===== src/rtl/dmem_dma_pkg.sv =====
// Shared types for the data-memory DMA copy engine.
// Holds the FSM state encoding and the word size in bytes.
package dma_pkg;

  localparam int WORD_BYTES = 4;

  typedef enum logic [1:0] {
    IDLE  = 2'd0,
    READ  = 2'd1,
    WRITE = 2'd2,
    DONE  = 2'd3
  } state_t;

  function automatic logic misaligned(
    input logic [31:0] a
  );
    return a[1:0] != 2'b00;
  endfunction

endpackage


===== src/rtl/dmem_dma_if.sv =====
// Data-memory bus between the DMA (master) and memory/IO (slave).
// Ports: bus_req/bus_a/bus_we/bus_wd out of the master, bus_gnt/bus_rd in.
interface dmem_dma_if;

  logic        bus_req;
  logic [31:0] bus_a;
  logic        bus_we;
  logic [31:0] bus_wd;
  logic        bus_gnt;
  logic [31:0] bus_rd;

  modport master (
    output bus_req,
    output bus_a,
    output bus_we,
    output bus_wd,
    input  bus_gnt,
    input  bus_rd
  );

  modport slave (
    input  bus_req,
    input  bus_a,
    input  bus_we,
    input  bus_wd,
    output bus_gnt,
    output bus_rd
  );

endinterface


===== src/rtl/dmem_dma.sv =====
// Word-by-word DMA copy: reads src, writes dst, len words, ascending.
// Ports: clk, reset (sync, high), start/src/dst/len, bus (master), busy/done/err.
module dmem_dma
  import dma_pkg::*;
#(
  parameter int LEN_W = 8
) (
  input  logic             clk,
  input  logic             reset,
  input  logic             start,
  input  logic [31:0]      src,
  input  logic [31:0]      dst,
  input  logic [LEN_W-1:0] len,
  dmem_dma_if.master       bus,
  output logic             busy,
  output logic             done,
  output logic             err
);

  state_t           state;
  logic [31:0]      src_ptr;
  logic [31:0]      dst_ptr;
  logic [LEN_W-1:0] cnt;
  logic [31:0]      data_reg;
  logic             err_q;

  logic             reject;
  logic             bad_align;

  assign bad_align = misaligned(src) | misaligned(dst);
  assign reject    = (len == '0) | bad_align;

  always_ff @(posedge clk) begin
    if (reset) begin
      state    <= IDLE;
      src_ptr  <= '0;
      dst_ptr  <= '0;
      cnt      <= '0;
      data_reg <= '0;
      err_q    <= 1'b0;
    end else begin
      unique case (state)
        IDLE: begin
          if (start) begin
            src_ptr <= src;
            dst_ptr <= dst;
            cnt     <= len;
            err_q   <= bad_align;
            state   <= reject ? DONE : READ;
          end
        end
        READ: begin
          if (bus.bus_gnt) begin
            data_reg <= bus.bus_rd;
            state    <= WRITE;
          end
        end
        WRITE: begin
          if (bus.bus_gnt) begin
            src_ptr <= src_ptr + 32'(WORD_BYTES);
            dst_ptr <= dst_ptr + 32'(WORD_BYTES);
            cnt     <= cnt - LEN_W'(1);
            state   <= (cnt == LEN_W'(1)) ? DONE : READ;
          end
        end
        DONE: begin
          err_q <= 1'b0;
          state <= IDLE;
        end
        default: state <= IDLE;
      endcase
    end
  end

  always_comb begin
    bus.bus_req = 1'b0;
    bus.bus_a   = '0;
    bus.bus_we  = 1'b0;
    bus.bus_wd  = '0;
    unique case (state)
      READ: begin
        bus.bus_req = 1'b1;
        bus.bus_a   = src_ptr;
      end
      WRITE: begin
        bus.bus_req = 1'b1;
        bus.bus_a   = dst_ptr;
        bus.bus_wd  = data_reg;
        bus.bus_we  = bus.bus_gnt;
      end
      default: ;
    endcase
  end

  assign busy = state != IDLE;
  assign done = state == DONE;
  assign err  = done & err_q;

endmodule

===== src/flat_wrapper.sv =====
// flat-port wrapper written by rule: the top's interface ports become plain ports
module dmem_dma_flat import dma_pkg::*;
#(
  parameter int LEN_W = 8
)
  (clk, reset, start, src, dst, len, busy, done, err, bus_bus_req, bus_bus_a, bus_bus_we, bus_bus_wd, bus_bus_gnt, bus_bus_rd);
  dmem_dma_if bus_i ();
  input  logic clk;
  input  logic reset;
  input  logic start;
  input  logic [31:0] src;
  input  logic [31:0] dst;
  input  logic [LEN_W-1:0] len;
  output logic busy;
  output logic done;
  output logic err;
  output wire logic [$bits(bus_i.bus_req)-1:0] bus_bus_req;
  output wire logic [$bits(bus_i.bus_a)-1:0] bus_bus_a;
  output wire logic [$bits(bus_i.bus_we)-1:0] bus_bus_we;
  output wire logic [$bits(bus_i.bus_wd)-1:0] bus_bus_wd;
  input wire logic [$bits(bus_i.bus_gnt)-1:0] bus_bus_gnt;
  input wire logic [$bits(bus_i.bus_rd)-1:0] bus_bus_rd;
  assign bus_bus_req = bus_i.bus_req;
  assign bus_bus_a = bus_i.bus_a;
  assign bus_bus_we = bus_i.bus_we;
  assign bus_bus_wd = bus_i.bus_wd;
  assign bus_i.bus_gnt = bus_bus_gnt;
  assign bus_i.bus_rd = bus_bus_rd;
  dmem_dma #(.LEN_W(LEN_W)) u_core (.clk(clk), .reset(reset), .start(start), .src(src), .dst(dst), .len(len), .bus(bus_i), .busy(busy), .done(done), .err(err));
endmodule

===== config.mk =====
export PLATFORM = sky130hd
export DESIGN_NAME = dmem_dma_flat
export DESIGN_NICKNAME = d
export VERILOG_FILES = /design/src/rtl/dmem_dma_pkg.sv /design/src/rtl/dmem_dma_if.sv /design/src/rtl/dmem_dma.sv /design/src/flat_wrapper.sv
export SDC_FILE = /design/constraint.sdc
export NUM_CORES = 1
export LEC_CHECK = 0
export ABC_AREA = 1
export CAP_MARGIN = 10
export CORE_ASPECT_RATIO = 2
export CORE_MARGIN = 1
export CORE_UTILIZATION = 35
export CTS_CLUSTER_SIZE = 20
export DETAILED_ROUTE_END_ITERATION = 6
export PLACE_DENSITY_LB_ADDON = 0.15
export SLEW_MARGIN = 20
export SYNTH_ARGS = -nofsm -noshare
export SYNTH_HDL_FRONTEND = slang
export SYNTH_SLANG_ARGS = --single-unit
export TNS_END_PERCENT = 50

===== constraint.sdc =====
create_clock -name clk -period 2.3 [get_ports clk]
set_clock_uncertainty 0.1 [all_clocks]
set_input_delay 0.575 -clock clk [delete_from_list [all_inputs] [get_ports clk]]
set_output_delay 0.575 -clock clk [all_outputs]
set_load 0.02 [all_outputs]

# After elaboration in Yosys (flattened, before gate mapping)
# Cells that the tools add are included.
[op_classes]
add_sub_neg = 3
n_eq_ne = 7
muxes = 21
n_bitwise = 3
reduce_logical = 12
[op_table]
columns = ["operator", "n"]
rows = [
  ["$pmux 32 s2", 3],
  ["$mux 32", 5],
  ["$add 32x3->32 const B", 2],
  ["$mux 8", 2],
  ["$pmux 8 s2", 1],
  ["$mux 2", 5],
  ["$reduce_bool 2->1", 5],
  ["$eq 8x1->1 const B", 1],
  ["$logic_not 8->1", 1],
  ["$pmux 2 s4", 1],
  ["$sub 8x1->8 const B", 1],
  ["$ne 2x2->1 const B", 3],
  ["$reduce_and 3->1", 2],
  ["$eq 2x2->1 const B", 2],
  ["$reduce_and 2->1", 2],
  ["$mux 1", 3],
  ["$eq 2x1->1 const B", 1],
  ["$logic_not 2->1", 1],
  ["$or 1x1->1", 2],
  ["$pmux 1 s2", 1],
  ["$reduce_or 2->1", 1],
  ["$and 1x1->1", 1],
]
[totals]
reg_bits = 107
inputBits = 108
output_inout_bits = 69
elab_cells = 52

# Longest topological paths before layout
[depth]
word_depth = 6
mapped_depth = 12
depth_no_buf = 12

# Least setup slack after synthesis
# No wires, ideal clock.
[synth_path]
path_type = "reg-to-output"
startpoint = "register u_core.state[0]"
endpoint = "output bus_bus_a[11]"
arrival_ns = 1.607
required_ns = 1.625
path_slack_ns = 0.018
stages_incl_launch_ff = 8
n_path_buf = 3
path_cell_list = "dfxtp_1 inv_1 ha_1 buf_2 buf_2 buf_2 nand2_1 a21oi_1"
[synth_via]
elab_chain_len = 2
word_cells_on_any_way = 3
cone_classes = "eq/ne: 2; mux: 1"
[synth_rtl]
columns = ["element", "line", "source"]
rows = [
  ["start: declaration", "dmem_dma.sv:20", "state_t state;"],
  ["start signal: assignment", "dmem_dma.sv:49", "state <= reject ? DONE : READ;"],
  ["start signal: assignment", "dmem_dma.sv:63", "state <= (cnt == LEN_W'(1)) ? DONE : READ;"],
  ["$eq 2x2->1 / $eq 2x1->1 (equally long branches)", "dmem_dma.sv:80", "unique case (state)"],
  ["$pmux 32 s2 (*)", "dmem_dma.sv:80", ""],
  ["end: declaration", "flat_wrapper.sv:18", "output wire logic [$bits(bus_i.bus_a)-1:0] bus_bus_a;"],
]
# Every way passes the cells marked *; elsewhere a longest branch is shown, timed or not.

# Final worst setup path
[layout_path]
startpoint = "register u_core.state[0]"
endpoint = "output bus_bus_a[20]"
# The elaborated chain is that of the path after synthesis.

==> impl_metrics.tcl <==
set metrics [dict create \
    area_growth_pct 50.2 \
    dpl_worst_slack_ps -329 \
    ant_nets 0 \
    setup_tns_ps -1360 \
    status "finished with violations" \
    path_clk_slew_ps 70 \
    rsz0062_at_grt "yes" \
    synth_edf_count 0 \
    slew_violations 0 \
    cp_cell_sequence "buf_6, ha_4, buf_12, buf_8, nand2_4, a21oi_2, buf_4" \
    tritoncts "built" \
    start_util 0.358 \
    vias_per_cell 5.04 \
    netlist_area_um2 6970 \
    die_area_um2 20500 \
    clkPwrFrac 0.130 \
    violations "negative setup slack" \
    fin_crit_sh 1.03 \
    cellPowerDensity_nw_per_um2 1120 \
    ys_top_cells_by_count "nand2_1 (364), nor2_1 (205), inv_1 (125)" \
    yosysSeqAreaShare 0.307 \
    total_power_mw 11.7 \
    core_um2 19500 \
    yosysMostFrequentCell "nand2_1" \
    critPathArrivalTime_ps 1700 \
    grt_pass1_wl_um 43000 \
    synth_largest_area_cell "dfxtp_1" \
    yosys_warnings 0 \
    drtIter0Drc 354 \
    comb_power_share 0.593 \
    seqPwrFrac 0.277 \
    swShare 0.446 \
    crit_fanout 6 \
    synth_cell_types 36 \
    place_inst 1672 \
    synth_flop_cell "dfxtp_1" \
    fmax_ghz 0.420 \
    drv_cap 0 \
    syn_avg_cell_area_um2 5.76 \
    async_flop_share 0 \
    drive_gt1_frac 0.180 \
    drc 0 \
    hold_viol 0 \
    critical_path_class "flop to output port" \
    slew_headroom 0.718 \
    cp-end-kind "output port" \
    die_height_um 202 \
    setup_ws_ps -79.5 \
    cts_hold_buf 0 \
    grt_pass1_vias 8448 \
    setup_viol 43 \
    fin_nets 1565 \
    num_vias 8627 \
    slowest_delay_ps 360 \
    required_ps 1620 \
    synth_top_area_frac 0.307 \
    grt_max_degree 55 \
    ys_seq_elements 107 \
    die_w_um 102 \
    clock_latency_ps 360 \
    instances_no_fill 1712 \
    rows 72 \
    critPathSlowestCell "dfxtp_2" \
    synthTopCellsByArea "dfxtp_1 (31%), nand2_1 (20%), nor2_1 (11%), a21oi_1 (7.3%), o21ai_0 (6.8%)" \
    n_antenna_cell 0 \
    p_leak_nw 4.55 \
    place_congestion 0.970 \
    clockBufferDepth 2 \
    post_synth_inst_count 1209 \
    boundaryPins 177 \
    grt_antenna_before_repair 0 \
    startpoint_type "flop" \
    cts_made_buffers 9 \
    track_usage 0.276 \
    clock-root-buffer "clkbuf_16" \
    fillers 2032 \
    htree_levels 3 \
    cts.sinks 107 \
    ir_drop_mv 0.582 \
    totalWireLength_um 28500 \
    hpwlAfterDp_um 20900 \
    hold_class "flop to flop" \
    min_period_ps 2380 \
    worst_pin_slew_ps 420 \
    first_pass_iters 6 \
    port_buffers 176 \
    cell_internal_pwr_mw 6.47 \
    p_sw_mw 5.21 \
    wl_per_cell_um 16.6 \
    synthesis.nets 1326 \
    grt.overflow.total 0 \
]
==> critical path: cells and delay by family (launching register included) <==
kind                       cells  cell delay [ps]
buffers and inverters          4              550
DFF                            1              360
adders and majority gates      1              220
AOI/OAI and AO/OA              1              160
and+or+nand+nor                1               50
==> final timing paths <==
check        depth (start not counted)            start            endpoint  slack (ps)
min reg2reg                          2    u_core.cnt[2]       u_core.cnt[2]         360
min                                  2    u_core.cnt[2]       u_core.cnt[2]         360
max                                  7  u_core.state[0]       bus_bus_a[20]         -80
max reg2reg                         10  u_core.state[0]  u_core.src_ptr[16]         -10
==> power by group through the flow <==
stage               logic, mW  clock network (mW)  registers (mW)
global placement         5.73                   0            3.21
detailed placement       5.76                   0            3.20
finish                   6.93                1.52            3.24
floorplan                3.30                   0            3.03
CTS                      6.26                1.56            3.18
global route             7.51                1.62            3.32
==> cells by family (layout without fill, tap and decap cells) <==
kind of cell,count (synthesis),count (layout),synth area share
simple gates,670,670,0.384
buf+inv,188,432,0.108
fa+ha+maj,9,9,0.0162
flops,107,107,0.307
xor+xnor,3,3,0.00377
compound gates,232,232,0.180
==> through the flow <==
step	instance area [um2]	hold slack, ps	utilization
after global placement	9590	348	0.493
after detailed placement	9590	351	0.493
after global routing	10500	395	0.538
after floorplan	6970	339	-
after CTS	10000	363	0.514
final	10500	364	0.538
==> cell usage in the layout, fill, tap and decap left out, types with 4 or more instances in the layout <==
master,instances
buf_2,15
nor2_1,203
a21oi_4,8
clkdlybuf4s50_1,106
buf_6,33
nand3_1,58
o21a_1,6
nor3_1,18
buf_4,102
a21oi_1,69
clkbuf_16,13
nand4_1,11
a31oi_1,9
nand2_2,13
nor2_2,6
or2_2,4
clkbuf_1,4
nand2_1,348
o21ai_0,94
inv_1,121
a21oi_2,25
o31ai_1,7
ha_1,6
dfxtp_1,105
buf_12,17
o211ai_1,4
==> timing repair <==
item,CTS,global route
setup endpoints to repair,73,53
gates resized for setup,335,102
pin swaps,16,21
buffers inserted,10,9
gates cloned,3,4
==> per-layer routing <==
| layer | wire (um) | vias to the layer above | global-route usage | share of wire |
|---|---|---|---|---|
| met5 | 0 | - | 0 | 0 |
| met4 | 1460 | 0 | 0.156 | 0.051 |
| met3 | 1250 | 65 | 0.0316 | 0.044 |
| met2 | 15300 | 285 | 0.515 | 0.54 |
| met1 | 10500 | 3948 | 0.288 | 0.37 |
| li1 | - | 4329 | - | - |
==> layout make-up <==
class	instances	area, um2	share of cell area
flip-flops and latches	107	2150	0.205
well taps	259	324	0.0310
clock inverters	1	7.51	0.000717
multi-input cells	914	4340	0.415
inverters	127	489	0.0468
clock buffers	15	268	0.0256
repair buffers	289	2890	0.276
(Power assumes the default switching activity.)
